<file path="src/rtl/light_sequencer.sv">
// light_sequencer: run controller for the RGB colour-cycling light.
// Produces the divided step pulse, drives the light's start/stop inputs,
// arbitrates start/stop requests from two sources round-robin, and counts
// completed colour cycles with an optional auto-stop after a burst.
module light_sequencer #(
    parameter int DIV_WIDTH   = 24,
    parameter int CNT_WIDTH   = 8,
    parameter int NUM_COLOURS = 6
) (
    input  logic                 clock,
    input  logic                 reset,
    input  logic [1:0]           req_start,
    input  logic [1:0]           req_stop,
    input  logic [DIV_WIDTH-1:0] div_val,
    input  logic [CNT_WIDTH-1:0] burst_len,
    output logic                 step,
    output logic                 start,
    output logic                 stop,
    output logic [1:0]           grant,
    output logic                 busy,
    output logic [CNT_WIDTH-1:0] cycle_cnt,
    output logic                 done
);

    localparam int PH_WIDTH = (NUM_COLOURS > 1) ? $clog2(NUM_COLOURS) : 1;
    localparam logic [PH_WIDTH-1:0] PH_LAST = PH_WIDTH'(NUM_COLOURS - 1);

    typedef enum logic [1:0] {
        IDLE  = 2'd0,
        ARM   = 2'd1,
        RUN   = 2'd2,
        DRAIN = 2'd3
    } state_t;

    state_t               state_q, state_d;
    logic [DIV_WIDTH-1:0] div_cnt_q, div_cnt_d;
    logic [DIV_WIDTH-1:0] div_max_q, div_max_d;   // latched divider terminal count (D-1)
    logic [CNT_WIDTH-1:0] burst_q, burst_d;
    logic [CNT_WIDTH-1:0] cycle_cnt_q, cycle_cnt_d;
    logic [PH_WIDTH-1:0]  phase_q, phase_d;
    logic                 rr_q, rr_d;             // last granted source
    logic                 step_q, step_d;
    logic                 start_q, start_d;
    logic                 stop_q, stop_d;
    logic                 busy_q, busy_d;
    logic                 done_q, done_d;
    logic [1:0]           grant_q, grant_d;

    logic [1:0]           eligible;
    logic [1:0]           gnt;
    logic                 tick;
    logic                 start_gnt;
    logic                 stop_gnt;
    logic                 phase_wrap;
    logic [CNT_WIDTH-1:0] cnt_inc;

    // A request only counts when it means something in the current state
    genvar gi;
    generate
        for (gi = 0; gi < 2; gi++) begin : g_elig
            assign eligible[gi] = ((state_q == IDLE) && req_start[gi]) ||
                                  (((state_q == ARM) || (state_q == RUN)) && req_stop[gi]);
        end
    endgenerate

    assign tick       = (state_q != IDLE) && (div_cnt_q == div_max_q);
    assign start_gnt  = (|gnt) && (state_q == IDLE);
    assign stop_gnt   = (|gnt) && ((state_q == ARM) || (state_q == RUN));
    assign phase_wrap = (phase_q == PH_LAST);
    assign cnt_inc    = (&cycle_cnt_q) ? cycle_cnt_q : cycle_cnt_q + CNT_WIDTH'(1);

    // Round-robin arbiter: on contention the source after the last winner wins
    always_comb begin
        gnt  = 2'b00;
        rr_d = rr_q;
        case (eligible)
            2'b01:   gnt = 2'b01;
            2'b10:   gnt = 2'b10;
            2'b11:   gnt = rr_q ? 2'b01 : 2'b10;
            default: gnt = 2'b00;
        endcase
        if (gnt[1]) begin
            rr_d = 1'b1;
        end else if (gnt[0]) begin
            rr_d = 1'b0;
        end
    end

    // Next-state logic for the FSM, divider, phase/cycle counters and outputs
    always_comb begin
        state_d     = state_q;
        div_max_d   = div_max_q;
        burst_d     = burst_q;
        phase_d     = phase_q;
        cycle_cnt_d = cycle_cnt_q;
        div_cnt_d   = tick ? '0 : div_cnt_q + DIV_WIDTH'(1);
        step_d      = tick;
        grant_d     = gnt;
        done_d      = 1'b0;

        case (state_q)
            IDLE: begin
                div_cnt_d = '0;
                if (start_gnt) begin
                    state_d     = ARM;
                    div_max_d   = (div_val == '0) ? '0 : div_val - DIV_WIDTH'(1);
                    burst_d     = burst_len;
                    cycle_cnt_d = '0;
                    phase_d     = '0;
                end
            end
            ARM: begin
                if (stop_gnt) begin
                    state_d = DRAIN;
                end else if (tick) begin
                    state_d = RUN;
                end
            end
            RUN: begin
                if (tick) begin
                    phase_d = phase_wrap ? '0 : phase_q + PH_WIDTH'(1);
                    if (phase_wrap) begin
                        cycle_cnt_d = cnt_inc;
                    end
                end
                // stop grant and burst completion collapse into one DRAIN entry
                if (stop_gnt ||
                    (tick && phase_wrap && (burst_q != '0) && (cnt_inc == burst_q))) begin
                    state_d = DRAIN;
                end
            end
            DRAIN: begin
                if (tick) begin
                    state_d = IDLE;
                    done_d  = 1'b1;
                end
            end
            default: state_d = IDLE;
        endcase

        start_d = (state_d == ARM);
        stop_d  = (state_d == IDLE) || (state_d == DRAIN);
        busy_d  = (state_d != IDLE);
    end

    // State and registered outputs; reset aborts any run without a done pulse
    always_ff @(posedge clock or negedge reset) begin
        if (!reset) begin
            state_q     <= IDLE;
            div_cnt_q   <= '0;
            div_max_q   <= '0;
            burst_q     <= '0;
            cycle_cnt_q <= '0;
            phase_q     <= '0;
            rr_q        <= 1'b0;
            step_q      <= 1'b0;
            start_q     <= 1'b0;
            stop_q      <= 1'b1;
            busy_q      <= 1'b0;
            done_q      <= 1'b0;
            grant_q     <= 2'b00;
        end else begin
            state_q     <= state_d;
            div_cnt_q   <= div_cnt_d;
            div_max_q   <= div_max_d;
            burst_q     <= burst_d;
            cycle_cnt_q <= cycle_cnt_d;
            phase_q     <= phase_d;
            rr_q        <= rr_d;
            step_q      <= step_d;
            start_q     <= start_d;
            stop_q      <= stop_d;
            busy_q      <= busy_d;
            done_q      <= done_d;
            grant_q     <= grant_d;
        end
    end

    assign step      = step_q;
    assign start     = start_q;
    assign stop      = stop_q;
    assign grant     = grant_q;
    assign busy      = busy_q;
    assign cycle_cnt = cycle_cnt_q;
    assign done      = done_q;

endmodule

</file>
<file path="config.mk">
export PLATFORM = sky130hd
export DESIGN_NAME = light_sequencer
export DESIGN_NICKNAME = d
export VERILOG_FILES = /design/src/rtl/light_sequencer.sv
export SDC_FILE = /design/constraint.sdc
export NUM_CORES = 1
export LEC_CHECK = 0
export CAP_MARGIN = 20
export CORE_ASPECT_RATIO = 0.6
export CORE_MARGIN = 2
export CORE_UTILIZATION = 40
export DETAILED_ROUTE_END_ITERATION = 6
export GPL_TIMING_DRIVEN = 0
export PLACE_DENSITY = 0.61
export SYNTH_ARGS = -nofsm -noshare
export SYNTH_HDL_FRONTEND = slang
export SYNTH_SLANG_ARGS = --single-unit
</file>
<file path="constraint.sdc">
create_clock -name clock -period 4.5 [get_ports clock]
set_clock_uncertainty 0.2 [all_clocks]
set_input_delay 0.9 -clock clock [delete_from_list [all_inputs] [get_ports clock]]
set_output_delay 0.9 -clock clock [all_outputs]
set_load 0.01 [all_outputs]
</file>
# Word-level counts from Yosys, hierarchy flattened
# Index checks and enable logic that the tools add are counted.
dict set report op_classes {
  n_addsub 4
  eq_ne 14
  mux 24
  reduce_logical 28
}
# operator count
set op_table {}
lappend op_table {{two-way mux 24 bit} 3}
lappend op_table {{two-way mux 8 bit} 4}
lappend op_table {{adder 24 x 1 -> 24 bit (second input constant)} 1}
lappend op_table {{equality test 24 bit} 1}
lappend op_table {{logical NOT 24 bit} 1}
lappend op_table {{subtractor 24 x 1 -> 24 bit (second input constant)} 1}
lappend op_table {{one-hot mux 8 bit (2 select lines)} 1}
lappend op_table {{two-way mux 2 bit} 6}
lappend op_table {{equality test 2 bit (second input constant)} 5}
lappend op_table {{logical AND 1 bit} 10}
lappend op_table {{two-way mux 3 bit} 3}
lappend op_table {{adder 8 x 1 -> 8 bit (second input constant)} 1}
lappend op_table {{equality test 8 bit} 1}
lappend op_table {{one-hot mux 2 bit (4 select lines)} 1}
lappend op_table {{AND reduction 8 bit} 1}
lappend op_table {{nonzero test 2 bit} 4}
lappend op_table {{nonzero test 8 bit} 1}
lappend op_table {{equality test 2 x 1 -> 1 bit (second input constant)} 3}
lappend op_table {{!= test 2 bit (second input constant)} 3}
lappend op_table {{one-hot mux 2 bit (3 select lines)} 1}
lappend op_table {{one-hot mux 3 bit (2 select lines)} 1}
lappend op_table {{logical OR 1 bit} 5}
lappend op_table {{logical NOT 2 bit} 2}
lappend op_table {{two-way mux 1 bit} 4}
lappend op_table {{other kinds (6)} 6}
dict set report word_totals {
  ff_bits 77
  wordCells 83
}

# Logic depth before layout (Yosys ltp)
# Gate-level depths: netlist of the first run.
dict set report logic_depth {
  word_depth 13
  mapped_depth 11
  depth_no_buf 10
}

# Least setup slack after synthesis of the first run
# OpenSTA, ideal clock, no wires.
dict set report synth_timing {
  kind {input to register}
  startpoint {in div_val[6]}
  endpoint {reg div_max_q[10]}
  setup_ps 119
  arrival_ps 2671
  required_time_ps 4181
  setup_slack_ps 1510
  cell_stages 6
  path_buffers 1
  path_cell_list {or4_4 nor4b_4 nand2_2 o41ai_4 buf_6 o21ai_2}
}
dict set report synth_via {
  elab_chain_cells 2
}
# element line_no
set synth_lines {}
lappend synth_lines {{from (decl)} 14} ;# input logic [DIV_WIDTH-1:0] div_val,
lappend synth_lines {{subtractor 24 x 1 -> 24 bit / logical NOT 24 bit (equally long branches)} 106} ;# div_max_d = (div_val == '0) ? '0 : div_val - DIV_WIDTH'(1);
lappend synth_lines {{two-way mux 24 bit *} 106}
lappend synth_lines {{to (signal assigned)} 165} ;# div_max_q <= div_max_d;
lappend synth_lines {{to (decl)} 37} ;# logic [DIV_WIDTH-1:0] div_max_q, div_max_d;
# Mark *: on every way between the ends. The rest lies on a longest branch, timed or not.
# A chain may end at the register's enable or synchronous reset.

# Final worst setup path of the first run
dict set report layout_timing {
  startpoint {in div_val[0]}
  endpoint {reg div_max_q[9]}
}
# The elaborated chain is that of the path after synthesis.

==> reports/qor.yml, run 1 <==
die_w_um: 141
tightest_slew_ns: 0.774
antenna_found_initial: 0
ios: 53
clk_latency_ns: 0.34
cts_hold_buf: 0
wl_per_cell_um: 16.2
crit_required_ns: 4.53
path_max_fanout: 6
h-tree-depth: 3
diodes: 0
path_clk_slew_ns: 0.06
fin_crit_ns: 3.66
rows: 29
crit_type: "in2reg"
p_leak_nw: 2.22
place_ws_ns: 0.483
synthesis.area_um2: 4490
post-route-util: 0.512
synthDistinctLibCells: 51
post-dp-hpwl_um: 8520
setup_violations: 0
gp_congestion: 0.853
status: "completed"
setup_ws_ns: 0.837
finalHoldViolations: 0
fillCellCount: 985
track_usage: 0.201
irDropWorstVdd_v: 0.000210
syn_to_final_growth_pct: 22.4
grt_pass1_wl_um: 18800
async_flop_share: 1.00
overflow: 0
synth_edf_count: 0
ctsResizeCount: 0
syn_inst: 493
cts_setup_buffers: 0
ys_ff_latch: 77
maxCapViolations: 0
nNetsFinal: 606
layout_commonest_cell: "dfrtp_1"
core_area_um2: 10700
cts_buffers: 9
report.power.total_mw: 2.71
whs_ns: 0.228
max-slew-margin-rel: 0.480
dr.first_iter.drc_count: 266
synth_fp_nets: 541
dieArea_um2: 12100
start_util: 0.418
cp_data_arrival_time_ns: 3.69
slew_viol_final: 0
vias: 3841
drtAntennaViolNets: 0
timing.fmax_mhz: 273
ys_seq_area_frac: 0.429
port_buffers: 52
cts-root-buf: "clkbuf_16"
synth.avg_cell_area_um2: 9.11
rsz0062_at_grt: "false"
worstHoldPathType: "in2async"
p_per_area_nw_per_um2: 493
stdcell_count: 702
via_per_inst: 5.47
place_inst: 685
drc_errors: 0
rr_worst_depth: 11
cts_buffer_depth: 2
clkSinkCount: 77
cts_tree: "done"
die_h_um: 86.1
end_kind: "flop"
worst_setup_path_start_kind: "input pin"
synth_top_flop_cell: "dfrtp_1"
finalCritPeriodShare: 0.814
synth-warning-count: 0
grt_pass1_vias: 3581
grt_max_degree: 61
first_pass_iters: 4
most-common-layout-cells: "dfrtp_1 (76), nand2_1 (72), nor2_1 (51), clkdlybuf4s50_1 (51), xnor2_1 (39)"
layout-drive-gt1-share: 0.0675
wl_um: 11400
## stage by stage
stage          cell area, um^2  TNS [ns]
6_report                  5500         0
2_1_floorplan             4490         0
3_3_place_gp              5180    -33.36
5_1_grt                   5500         0
3_5_place_dp              5210         0
4_1_cts                   5490         0
## synth_stat cells, types with 5 or more instances
library cell / count / area, um^2
o21ai_0: 23 / 115
clkbuf_1: 20 / 75.1
inv_1: 13 / 48.8
or4_1: 5 / 37.5
a21oi_1: 10 / 50.1
nand2b_1: 8 / 50.1
a31oi_1: 8 / 50.1
nor4_1: 14 / 87.6
nand4_1: 13 / 81.3
ha_1: 10 / 125
xnor2_1: 39 / 342
nor3_1: 10 / 50.1
nand3_1: 13 / 65.1
xor2_1: 33 / 289
dfrtp_1: 76 / 1900
nor2_1: 51 / 191
nand2_1: 72 / 270
o21ai_2: 10 / 87.6
## worst max-delay path, stage by stage
cell	delay, ns
clkdlybuf4s50_1	0.49
inv_1	0.09
ha_1	0.19
nor3b_1	0.49
nor4b_4	0.48
nand2_2	0.17
o41ai_4	0.52
a21oi_1	0.16
a21o_1	0.19
## routing by layer
layer / up-vias / global-route usage / part of all wire
met5: - / 0 / 0
met4: 0 / 0.0536 / 0.011
met3: 11 / 0.0508 / 0.067
met2: 139 / 0.268 / 0.39
met1: 1839 / 0.317 / 0.53
li1: 1852 / - / -
## worst paths after layout
path / slack, ns / end / from
max: 0.84 / div_max_q[9] / div_val[0]
min: 0.23 / div_max_q[8] / reset
max reg2reg: 1.19 / stop / div_cnt_q[10]
min reg2reg: 0.30 / div_max_q[5] / div_max_q[5]
max in group asynchronous: 3.26 / stop / reset
min in group clock: 0.30 / div_max_q[5] / div_max_q[5]
## cells by family after synthesis
group,count (synthesis),share of synthesized area
buf+inv,36,0.0337
mux,4,0.00892
fa+ha+maj,10,0.0279
xor+xnor,72,0.140
compound gates,88,0.138
flops,77,0.429
simple gates,206,0.222
## report_power, final
part           leakage (nW)  total (mW)  internal, mW  switching [mW]
Clock                 0.138       0.687         0.401           0.286
Sequential             1.00        1.07         0.888           0.178
Combinational          1.08       0.956         0.419           0.536
Total                  2.22        2.71          1.71            1.00
## area by class of cell
type,instances,area [um^2],area share
Clock inverter,4,22.5,0.00410
Sequential cell,77,1930,0.351
Buffer,23,103,0.0187
Timing Repair Buffer,54,553,0.101
Tap cell,139,174,0.0316
Inverter,13,48.8,0.00888
Clock buffer,12,256,0.0467
Multi-Input combinational cell,380,2410,0.439
## registers in the layout, summed over array words and instances, names as in the netlist
signal / flops
grant: 2
state_q: 2
rr_q: 1
phase_q: 3
cycle_cnt: 8
div_max_q: 24
step: 1
burst_q: 8
start: 1
stop: 1
div_cnt_q: 24
busy: 1
done: 1
No activity file was read; power rests on OpenSTA's default activity.
==> inputs of run 2 (changes only) <==
Settings changed: PLACE_DENSITY 0.61 to 0.64.
Clock period 4.5 ns to 3.1 ns, I/O delays scaled along.
==> reports/qor.yml, run 2 (synthesis results as in run 1) <==
worstHoldStart: "rr_q"
setup_violations: 0  # unchanged
timing.fmax_mhz: 333
port_buffers: 52  # unchanged
setup_tns_ns: 0  # unchanged
irDropWorstVdd_v: 0.000303  # +44%
end_kind: "flop"
cts-root-buf: "clkbuf_16"
fin_crit_ns: 3.00
drc_errors: 0  # unchanged
setup_ws_ns: 0.0975  # -0.740 ns
p_leak_nw: 2.25  # +1.3%
crit_start: "div_val[0]"
path_clk_slew_ns: 0.05  # about the same
maxCapViolations: 0  # unchanged
stdcell_area_um2: 5570  # +1.3%
place_inst: 685  # unchanged
h-tree-depth: 3  # unchanged
path_max_fanout: 6  # unchanged
dieArea_um2: 12100  # unchanged
grt_pass1_wl_um: 18900  # +0.55%
tightest_slew_ns: 0.710  # -0.0637 ns
overflow: 0  # unchanged
diodes: 0  # unchanged
start_util: 0.418  # unchanged
max-slew-margin-rel: 0.526  # +0.0454
ios: 53  # unchanged
cp_data_arrival_time_ns: 3.00  # -0.69 ns
rows: 29  # unchanged
dr.first_iter.drc_count: 305  # +15%
reg_top3: "div_cnt_q: 24 flops, div_max_q: 24 flops"
clkSinkCount: 77  # unchanged
reg2reg_from: "div_cnt_q[6]"
cts_tree: "done"
cts_buffer_depth: 2  # unchanged
grt_pass1_vias: 3680  # +2.8%
cts_buffers: 9  # unchanged
slew_viol_final: 0  # unchanged
post-dp-hpwl_um: 8380  # -1.7%
placed_area_um2: 5210  # unchanged
wl_per_cell_um: 16.0  # -1.3%
post-route-util: 0.518  # +0.00641
p_seq_frac: 0.387  # -0.006
layout_commonest_cell: "dfrtp_1"
place_ws_ns: -0.600  # -1.08 ns
syn_to_final_growth_pct: 23.9
stdcell_count: 701  # -0.14%
drtAntennaViolNets: 0  # unchanged
p_sw_mw: 1.46  # +46%
nNetsFinal: 605  # -0.17%
gp_congestion: 0.882  # +3.4%
p_int_mw: 2.55  # +49%
grt_max_degree: 58  # -4.9%
track_usage: 0.200  # -0.000948
core_area_um2: 10700  # unchanged
most-common-layout-cells: "dfrtp_1 (74), nand2_1 (72), nor2_1 (51), clkdlybuf4s50_1 (51), xnor2_1 (39)"
finalHoldViolations: 0  # unchanged
fillCellCount: 996  # +1.1%
crit_type: "in2reg"
antenna_found_initial: 0  # unchanged
rsz0062_at_grt: "false"
crit_required_ns: 3.10  # -1.43 ns
layout-drive-gt1-share: 0.0872  # +0.0197
worstHoldPathType: "reg2reg"
p_per_area_nw_per_um2: 720  # +46%
die_w_um: 141  # unchanged
die_h_um: 86.1  # unchanged
clk_latency_ns: 0.34  # about the same
vias: 3809  # -0.83%
combPwrFrac: 0.354  # about the same
wl_um: 11200  # -1.5%
first_pass_iters: 5  # +1
finalCritPeriodShare: 0.969
via_per_inst: 5.43  # -0.69%
sw_frac_of_total: 0.363  # -0.00585
status: "completed"
worst_setup_path_start_kind: "input pin"
power_frac_clock: 0.259  # +0.005
[run 2: changes by cell type in the layout (fill, tap and decap cells not counted), sizes merged]
cell	before	now
bufinv	0	1
buf	5	6
dlygate4sd3	0	1
clkinv	3	2
clkbuf	33	30
[run 2: timing repair]
item | CTS | global route
gates resized for setup | 3 | 13
setup buffers | 1 | 1
pin swaps | 0 | 2
hold endpoints to repair | 20 | 0
hold buffers | 1 | 0
endpoints found under the setup margin | 26 | 26
gates cloned | 0 | 0
[run 2: critical path: stages]
cell             delay (ns)
clkdlybuf4s50_1        0.51
or4_1                  0.55
clkbuf_1               0.19
nor4_1                 0.40
nand2_1                0.14
nor3_1                 0.22
mux2i_1                0.28
o21ai_0                0.10
[run 2: power by group through the flow]
stage	Sequential (mW)	Clock, mW	Combinational, mW
after floorplan	1.49	0	0.973
after global placement	1.56	0	1.34
after detailed placement	1.57	0	1.37
after CTS	1.55	1.06	1.39
after global routing	1.60	1.11	1.60
final	1.55	1.04	1.42
[run 2: area by class of cell]
type / instances / area [um^2] / share of cell area
buffer: 19 / 92.6 / 0.0166
tap: 139 / 174 / 0.0313
inverter: 13 / 48.8 / 0.00877
clock buffer: 12 / 246 / 0.0443
sequential: 77 / 1930 / 0.347
multi-input combinational: 380 / 2450 / 0.440
clock inverter: 4 / 47.5 / 0.00854
timing repair buffer: 57 / 578 / 0.104
[run 2: stage by stage]
stage / power, mW / hold WS (ns)
finish: 4.01 / 0.300
global placement: 2.89 / 0.285
floorplan: 2.46 / 0.124
CTS: 4.00 / 0.298
global route: 4.31 / 0.335
detailed placement: 2.94 / 0.290
[run 2: path summary, 6_finish.rpt]
kind / endpoint / depth (start not counted) / slack, ns
setup / recovery: div_max_q[23] / 8 / 0.1
hold / removal: grant[1] / 1 / 0.30
setup reg to reg: stop / 11 / 0.20
hold reg to reg: grant[1] / 1 / 0.30
max in group asynchronous: stop / 3 / 1.57
min in group asynchronous: div_max_q[8] / 2 / 0.51
[run 2: metal layers]
metal / GRT usage / up-vias / routed length [um]
li1: - / 1852 / -
met1: 0.311 / 1818 / 5830
met2: 0.274 / 127 / 4430
met3: 0.0463 / 12 / 769
met4: 0.0591 / 0 / 150
met5: 0 / - / 0
==> inputs of run 3 (changes only) <==
Settings changed: ABC_AREA from default to 1, PLACE_DENSITY 0.64 to 0.63.
==> reports/qor.yml, run 3 <==
status: "completed"
place_inst: 817  # +19%
cpMostUsedCell: "nand2_1"
dr.first_iter.drc_count: 248  # -19%
core_area_um2: 11400  # +6.6%
ys_seq_area_frac: 0.404  # -0.0254
yosysTopAreaCellShare: 0.398  # -0.0251
layout_commonest_cell: "nand2_1"
slew_viol_final: 0  # unchanged
synth_fp_nets: 652  # +21%
stdcell_count: 834  # +19%
syn_inst: 604  # +23%
grt_pass1_wl_um: 19400  # +2.7%
port_buffers: 52  # unchanged
syn_to_final_growth_pct: 21.6
netlist_top_cells_count: "nand2_1 (136), inv_1 (95), dfrtp_1 (76), nor2_1 (68), nand3_1 (34)"
antenna_found_initial: 0  # unchanged
timing.fmax_mhz: 361  # +8.5%
cts_buffers: 9  # unchanged
gp_congestion: 0.876  # -0.63%
hold_end: "div_max_q[10]"
synth-warning-count: 0  # unchanged
h-tree-depth: 3  # unchanged
cts-root-buf: "clkbuf_16"
setup_tns_ns: 0  # unchanged
wl_per_cell_um: 14.1  # -12%
reg2reg_from: "state_q[0]"
crit_required_ns: 3.11  # about the same
cts_buffer_depth: 2  # unchanged
synthDistinctLibCells: 43  # -16%
cts_tree: "done"
stdcell_area_um2: 5800  # +4.3%
worstReg2RegEnd: "stop"
rr_worst_depth: 13  # +2
path_max_fanout: 10  # +4
ys_ff_latch: 77  # unchanged
drtAntennaViolNets: 0  # unchanged
placed_area_um2: 5520  # +5.9%
rrSetupSlack_ns: 0.48  # +0.28 ns
via_per_inst: 4.87  # -10%
synth.largest_area_cell: "dfrtp_1"
die_h_um: 88.6  # +3.0%
vias: 4062  # +6.6%
synth_top_flop_cell: "dfrtp_1"
holdPathStages: 2  # +1
grt_max_degree: 66  # +14%
p_leak_nw: 2.67  # +19%
finalHoldViolations: 0  # unchanged
crit_type: "in2reg"
diodes: 0  # unchanged
layout-drive-gt1-share: 0.119  # +0.0315
grt_pass1_vias: 3956  # +7.5%
path_cells: "clkdlybuf4s50_1, inv_1, ha_1, nand2_1, nor2_4, nand2_2, nor2_2, nand2_1, nor3_2, a31o_4, buf_8, o22ai_2"
dieArea_um2: 12900  # +6.1%
synth_most_common_cell: "nand2_1"
die_w_um: 145  # +3.0%
post-dp-hpwl_um: 9010  # +7.5%
tightest_slew_ns: 0.543  # -0.168 ns
start_util: 0.417  # -0.00116
rows: 30  # +3.4%
nNetsFinal: 717  # +19%
ios: 53  # unchanged
crit_path_top_delay_cell: "clkdlybuf4s50_1"
synth_edf_count: 0  # unchanged
overflow: 0  # unchanged
cp_data_arrival_time_ns: 2.78  # -0.22 ns
synthesis.area_um2: 4770  # +6.3%
setup_violations: 0  # unchanged
synth.avg_cell_area_um2: 7.90  # -13%
clk_latency_ns: 0.33  # about the same
reg_top3: "div_cnt_q: 24 flops, div_max_q: 24 flops"
async_flop_share: 1.00  # unchanged
wl_um: 11800  # +5.2%
worstHoldStart: "div_max_q[10]"
fin_crit_ns: 2.77  # -0.234 ns
irDropWorstVdd_v: 0.000410  # +35%
p_per_area_nw_per_um2: 756  # +5.0%
worst_setup_path_start_kind: "input pin"
max-slew-margin-rel: 0.635  # +0.109
track_usage: 0.194  # -0.00575
cts_setup_buffers: 0  # -1
drc_errors: 0  # unchanged
most-common-layout-cells: "nand2_1 (136), inv_1 (95), dfrtp_1 (76)"
maxCapViolations: 0  # unchanged
clkSinkCount: 77  # unchanged
path_clk_slew_ns: 0.06  # about the same
worstHoldPathType: "reg2reg"
first_pass_iters: 4  # -1
cp_slowest_stage_delay_ns: 0.44  # -0.11 ns
report.power.total_mw: 4.39  # +9.5%
rsz0062_at_grt: "false"
synth_area_leaders: "dfrtp_1 (40%), nand2_1 (11%), inv_1 (7.5%)"
finalCritPeriodShare: 0.893  # -0.0755
end_kind: "flop"
## run 3: cell count changes in the layout (fill, tap and decap cells not counted), moves of 10 or more
cell | before | now
clkbuf_1 | 16 | 4
inv_1 | 13 | 95
nand3_1 | 12 | 34
nor4_1 | 13 | 3
o22ai_2 | 0 | 18
nor2_1 | 51 | 68
xnor2_1 | 39 | 14
nand2_1 | 72 | 136
## run 3: final cells by class
cell class                 instances  area, um^2
multi-input combinational        416        2400
tap                              160         200
clock buffer                      14         264
clock inverter                     2        10.0
fill                            1086        5650
buffer                             7        56.3
inverter                         104         390
timing repair buffer              54         556
sequential                        77        1930
## run 3: metrics by stage
step / utilization / hold slack, ns / worst slack, ns
floorplan: - / 0.124 / 0.819
global placement: 0.480 / 0.275 / -1.64
detailed placement: 0.482 / 0.291 / -0.0178
CTS: 0.507 / 0.307 / 0.313
global route: 0.507 / 0.327 / 0.172
finish: 0.507 / 0.308 / 0.332
## run 3: power by group
group | switching [mW] | leakage [nW] | internal (mW)
combinational | 1.16 | 1.53 | 0.765
sequential | 0.181 | 1.00 | 1.31
clock | 0.396 | 0.137 | 0.584
total | 1.73 | 2.67 | 2.65
## run 3: cells by family (layout without fill, tap and decap cells)
logic type,Yosys count,after routing,share of synthesized area
adders and majority gates,10,10,0.0262
buffers and inverters,111,181,0.0936
DFF,77,77,0.404
xor gates and xnor gates,40,40,0.0763
AOI/OAI and AO/OA,76,76,0.118
and+or+nand+nor,290,290,0.282
## run 3: critical path, delay by kind of cell
family	cells	cell delay, ns
simple gates	6	0.89
compound gates	2	0.35
fa+ha+maj	1	0.19
buf+inv	3	0.71
## run 3: timing repair
| action | in CTS | in global routing |
|---|---|---|
| resized for setup | 0 | 0 |
| hold buffers | 1 | 0 |
| endpoints found under the hold margin | 12 | 0 |
## run 3: per-layer routing
| layer | up-vias | wire [um] | track usage |
|---|---|---|---|
| met5 | - | 0 | 0 |
| met4 | 0 | 86 | 0.0450 |
| met3 | 9 | 454 | 0.0443 |
| met2 | 86 | 5040 | 0.303 |
| met1 | 1922 | 6180 | 0.279 |
| li1 | 2045 | - | - |
## run 3: worst max-delay path by stage
stage	startpoint	slack [ns]	endpoint
3_5_place_dp	div_val[0]	-0.02	div_max_q[18]
5_1_grt	div_val[0]	0.17	div_max_q[18]
2_1_floorplan	div_val[0]	0.82	div_max_q[18]
6_report	div_val[0]	0.33	div_max_q[18]
3_3_place_gp	reset	-1.64	busy
4_1_cts	div_val[0]	0.31	div_max_q[18]
